--- config.mk ---
export PLATFORM = sky130hd
export DESIGN_NAME = pic_port_io
export DESIGN_NICKNAME = d
export VERILOG_FILES = /design/src/rtl/pic_port_io.sv
export SDC_FILE = /design/constraint.sdc
export NUM_CORES = 1
export LEC_CHECK = 0
export ABC_AREA = 1
export CELL_PAD_IN_SITES_DETAIL_PLACEMENT = 0
export CELL_PAD_IN_SITES_GLOBAL_PLACEMENT = 1
export CORE_MARGIN = 5
export CORE_UTILIZATION = 32
export CTS_CLUSTER_DIAMETER = 150
export CTS_CLUSTER_SIZE = 25
export DETAILED_ROUTE_END_ITERATION = 7
export PLACE_DENSITY_LB_ADDON = 0.1
export SLEW_MARGIN = 5
export SYNTH_ARGS = -nofsm -noshare
export SYNTH_HDL_FRONTEND = slang
export SYNTH_SLANG_ARGS = --single-unit
--- constraint.sdc ---
create_clock -name clk -period 1.16 [get_ports clk]
set_input_delay 0.232 -clock clk [delete_from_list [all_inputs] [get_ports clk]]
set_output_delay 0.232 -clock clk [all_outputs]
set_load 0.01 [all_outputs]
--- src/rtl/pic_port_io.sv ---
// rtl/pic_port_io.sv - PIC16C5x bidirectional I/O port: TRIS, output latch, input sync, read, change detect
//
// Purpose:
//   Core-side responder for one PIC16C5x I/O port. Holds the TRIS register
//   and output latch, drives the pad output data/enable, synchronises the
//   asynchronous pad inputs, returns pin state on a port read and raises a
//   sticky flag when an input pin moves away from the value seen at the
//   last read.
//
// Ports:
//   clk          in   1      system clock, rising edge
//   rst          in   1      synchronous active-high reset
//   tris_we      in   1      TRIS strobe, loads wdata into TRIS
//   port_we      in   1      port write strobe, loads wdata into output latch
//   port_re      in   1      port read strobe, captures pin state into rdata
//   wdata        in   WIDTH  write data from the core
//   rdata        out  WIDTH  registered read data (pin state)
//   pad_in       in   WIDTH  asynchronous pin values from the pads
//   pad_out      out  WIDTH  output latch value to the pads
//   pad_oe       out  WIDTH  per-bit output enable, 1 = drive
//   change_flag  out  1      sticky input-change indicator
//   change_clr   in   1      clears change_flag (a same-cycle change wins)

module pic_port_io #(
    parameter int WIDTH = 8
) (
    input  logic             clk,
    input  logic             rst,
    input  logic             tris_we,
    input  logic             port_we,
    input  logic             port_re,
    input  logic [WIDTH-1:0] wdata,
    output logic [WIDTH-1:0] rdata,
    input  logic [WIDTH-1:0] pad_in,
    output logic [WIDTH-1:0] pad_out,
    output logic [WIDTH-1:0] pad_oe,
    output logic             change_flag,
    input  logic             change_clr
);

    logic [WIDTH-1:0] r_tris;
    logic [WIDTH-1:0] r_latch;
    logic [WIDTH-1:0] r_sync1;
    logic [WIDTH-1:0] r_sync2;
    logic [WIDTH-1:0] r_snapshot;
    logic [WIDTH-1:0] r_rdata;
    logic             r_change_flag;
    logic             w_mismatch;

    // TRIS: 1 = input. Reset leaves every pin floating as an input.
    always_ff @(posedge clk) begin
        if (rst) begin
            r_tris <= '1;
        end else if (tris_we) begin
            r_tris <= wdata;
        end
    end

    // Output latch is independent of TRIS: writes land even on input bits
    // and become visible on the pin once the bit is turned into an output.
    always_ff @(posedge clk) begin
        if (rst) begin
            r_latch <= '0;
        end else if (port_we) begin
            r_latch <= wdata;
        end
    end

    // Two-flop synchroniser for the asynchronous pad inputs.
    always_ff @(posedge clk) begin
        if (rst) begin
            r_sync1 <= '0;
            r_sync2 <= '0;
        end else begin
            r_sync1 <= pad_in;
            r_sync2 <= r_sync1;
        end
    end

    // A read returns pin state (sync2) for every bit, output bits included,
    // and samples it before any same-cycle write can affect the pins.
    // The snapshot taken at the read is the reference for change detect.
    always_ff @(posedge clk) begin
        if (rst) begin
            r_rdata    <= '0;
            r_snapshot <= '0;
        end else if (port_re) begin
            r_rdata    <= r_sync2;
            r_snapshot <= r_sync2;
        end
    end

    // Only input-configured bits can report a change.
    assign w_mismatch = |((r_sync2 ^ r_snapshot) & r_tris);

    // Set has priority over clear so a change coinciding with the clear
    // is never lost.
    always_ff @(posedge clk) begin
        if (rst) begin
            r_change_flag <= 1'b0;
        end else if (w_mismatch) begin
            r_change_flag <= 1'b1;
        end else if (change_clr) begin
            r_change_flag <= 1'b0;
        end
    end

    assign pad_oe      = ~r_tris;
    assign pad_out     = r_latch;
    assign rdata       = r_rdata;
    assign change_flag = r_change_flag;

endmodule

==> flow_metrics.tcl <==
set metrics [dict create \
    post-route-util_pct 47.01 \
    cpPeakStageDelay_ns 0.33 \
    finalCritPeriodShare_pct 96.01 \
    power_density_nw_per_um2 1430 \
    cts_tree "done" \
    crit_slowest_cell "dfxtp_1" \
    grt_use_total_pct 11.07 \
    drt_pre_antenna_iters 4 \
    clock_latency_ns 0.29 \
    hold_viol 0 \
    multi_input_area_sq_um 483.0 \
    core_area_sq_um 4661 \
    p_leak_nw 1.046 \
    cts.sinks 41 \
    path_max_fanout 2 \
    setup_viol_count_final 0 \
    io_buffer_count 46 \
    fill_cells 468 \
    area.growth.synth_to_final_pct 43.88 \
    synthXorXnorAreaFrac_pct 0 \
    cts_buffers 5 \
    dpl_cell_area_sq_um 2117 \
    post_drt_wl_per_cell_microns 10.22 \
    postLayoutCellArea_sq_um 2191 \
    overflow 0 \
    critPathRequiredTime_ns 0.93 \
    start_kind "flop" \
    grt_pass1_vias 1195 \
    worstSetupEndpoint "pad_out[4]" \
    fp-row-count 25 \
    cts_setup_buffers 0 \
    ios 47 \
    drtIter0Drc 27 \
    cts_buffer_depth 2 \
    status "completed" \
    period_needed_ns 1.114 \
    max_cap_violations 0 \
    critical-path-top-delay-family "flip-flops" \
    via_per_inst 4.079 \
    synth_fa_ha_area_share_pct 0 \
    grt_first_pass_wirelength_microns 5340 \
    ir_worst_vdd_mv 0.7299 \
    synthMuxAreaShare_pct 0 \
    die_y_microns 78.98 \
    rr_worst_depth 6 \
    end_kind "output pin" \
    synthesis.area_sq_um 1523 \
    hp-class "reg2reg" \
    ys_types 16 \
    crit_chain "dlygate4sd2_1" \
    dpl.hpwl_microns 2317 \
    initial_utilization_pct 32.67 \
    vias 1244 \
    ys_seq_elements 41 \
    cp-startpoint "pad_out[4]" \
    crit-reg2reg-capture "change_flag" \
    synth-simple-area-share_pct 15.94 \
    synth-seq-area-share_pct 53.90 \
    drv_slew 0 \
    antenna_found_initial 0 \
    grt-busiest-layer "met2" \
    worstMarginPinSlew_ns 0.2380 \
    grt_max_degree 17 \
    htree_num_levels 2 \
    synth_nets 214 \
    drt_drc_violations_left 0 \
    use_met1_pct 13.94 \
    wirelength_microns 3116 \
    synth_compound_area_share_pct 15.61 \
    critPathBufInv 1 \
    worstSetupPathType "reg2out" \
    n_antenna_cell 0 \
    rsz0062_at_grt "no" \
    worst-path-stages 1 \
    root_buffer "clkbuf_8" \
    final_common_cell "inv_1" \
    met3_usage_pct 3.288 \
    path_clk_slew_ns 0.07 \
    die_width_microns 78.98 \
    layout-drive-gt1-share_pct 19.12 \
    synth.avg_cell_area_sq_um 7.931 \
    arrival_ns 0.88 \
    antenna_left 0 \
    register_area_sq_um 833.3 \
    dieArea_sq_um 6238 \
    rrSetupSlack_ns 0.11 \
    synth_top_family_by_area "simple AND/OR/NAND/NOR gates" \
    place.gp.congestion 0.7073 \
    final_cell_mix "inv_1, nor2_1, dfxtp_1, o21ai_0, clkdlybuf4s50_1" \
    skew_ns 0.004605 \
    total_power_w 0.003133 \
    r2r-start "rdata[3]" \
    yosys_warnings 0 \
    nets 272 \
    synthesis.instances 192 \
    slew_headroom_pct 84.12 \
    grt_util_met2_pct 16.84 \
    hold_buffers 0 \
    timing.fmax_mhz 897.9 \
]
==> sequential cells by signal, summed over array words and instances (netlist names) <==
register / count
r_tris: 8
r_sync1: 8
pad_out: 8
rdata: 8
change_flag: 1
r_sync2: 8
==> what timing repair did <==
action | 4_1_cts | 5_1_grt
pin swaps | 0 | 0
setup endpoints to repair | 25 | 19
resized for setup | 51 | 21
==> cells by family after synthesis <==
group                  count (synthesis)
and+or+nand+nor                       62
buffers and inverters                 46
AOI/OAI and AO/OA                     43
DFF                                   41
==> synthesized netlist by cell type (all sizes together) <==
library cell	n	area (sq um)
nand2	18	67.56
or2	1	6.260
buf	6	66.31
inv	40	155.1
o21ai	25	136.4
nand3	6	30.03
nor2	37	138.9
a21oi	18	101.4
dfxtp	41	820.8
==> metal layers <==
| layer | vias up | wire length, microns |
|---|---|---|
| met2 | 39 | 1280 |
| met5 | - | 0 |
| met3 | 7 | 245 |
| met1 | 496 | 1520 |
| li1 | 702 | - |
| met4 | 0 | 69 |
==> power by group <==
part / switching, W / total (W) / internal (W)
clock: 0.000473 / 0.00117 / 0.000699
sequential: 0.0000411 / 0.00154 / 0.00150
combinational: 0.000199 / 0.000423 / 0.000224
total: 0.000713 / 0.00313 / 0.00242
==> cell type report <==
cell class	count	area share (%)
flip-flops and latches	41	38.04
repair buffers	57	24.27
multi-input cells	105	22.04
well taps	54	3.084
clock inverters	2	1.713
clock buffers	6	3.769
inverters	40	7.082
==> per-stage QoR <==
step	cells	TNS, ns	worst slack [ns]	hold slack (ns)
finish	305	0	0.04629	0.4023
global route	305	0	0.001940	0.4118
CTS	305	0	0.001171	0.4028
detailed placement	297	-1.761	-0.08866	0.3916
global placement	297	-1.490	-0.07369	0.3897
floorplan	192	0	0.2541	0.3390
==> worst min path at each step <==
| stage | slack (ns) | startpoint | endpoint | cells past startpoint |
|---|---|---|---|---|
| detailed placement | 0.39 | r_sync1[2] | r_sync2[2] | 2 |
| global placement | 0.39 | r_sync1[0] | r_sync2[0] | 2 |
| finish | 0.40 | r_sync1[2] | r_sync2[2] | 2 |
| CTS | 0.40 | r_sync1[2] | r_sync2[2] | 2 |
| floorplan | 0.34 | pad_in[0] | r_sync1[0] | 2 |
| global route | 0.41 | r_sync1[5] | r_sync2[5] | 2 |
(Power assumes the default switching activity.)
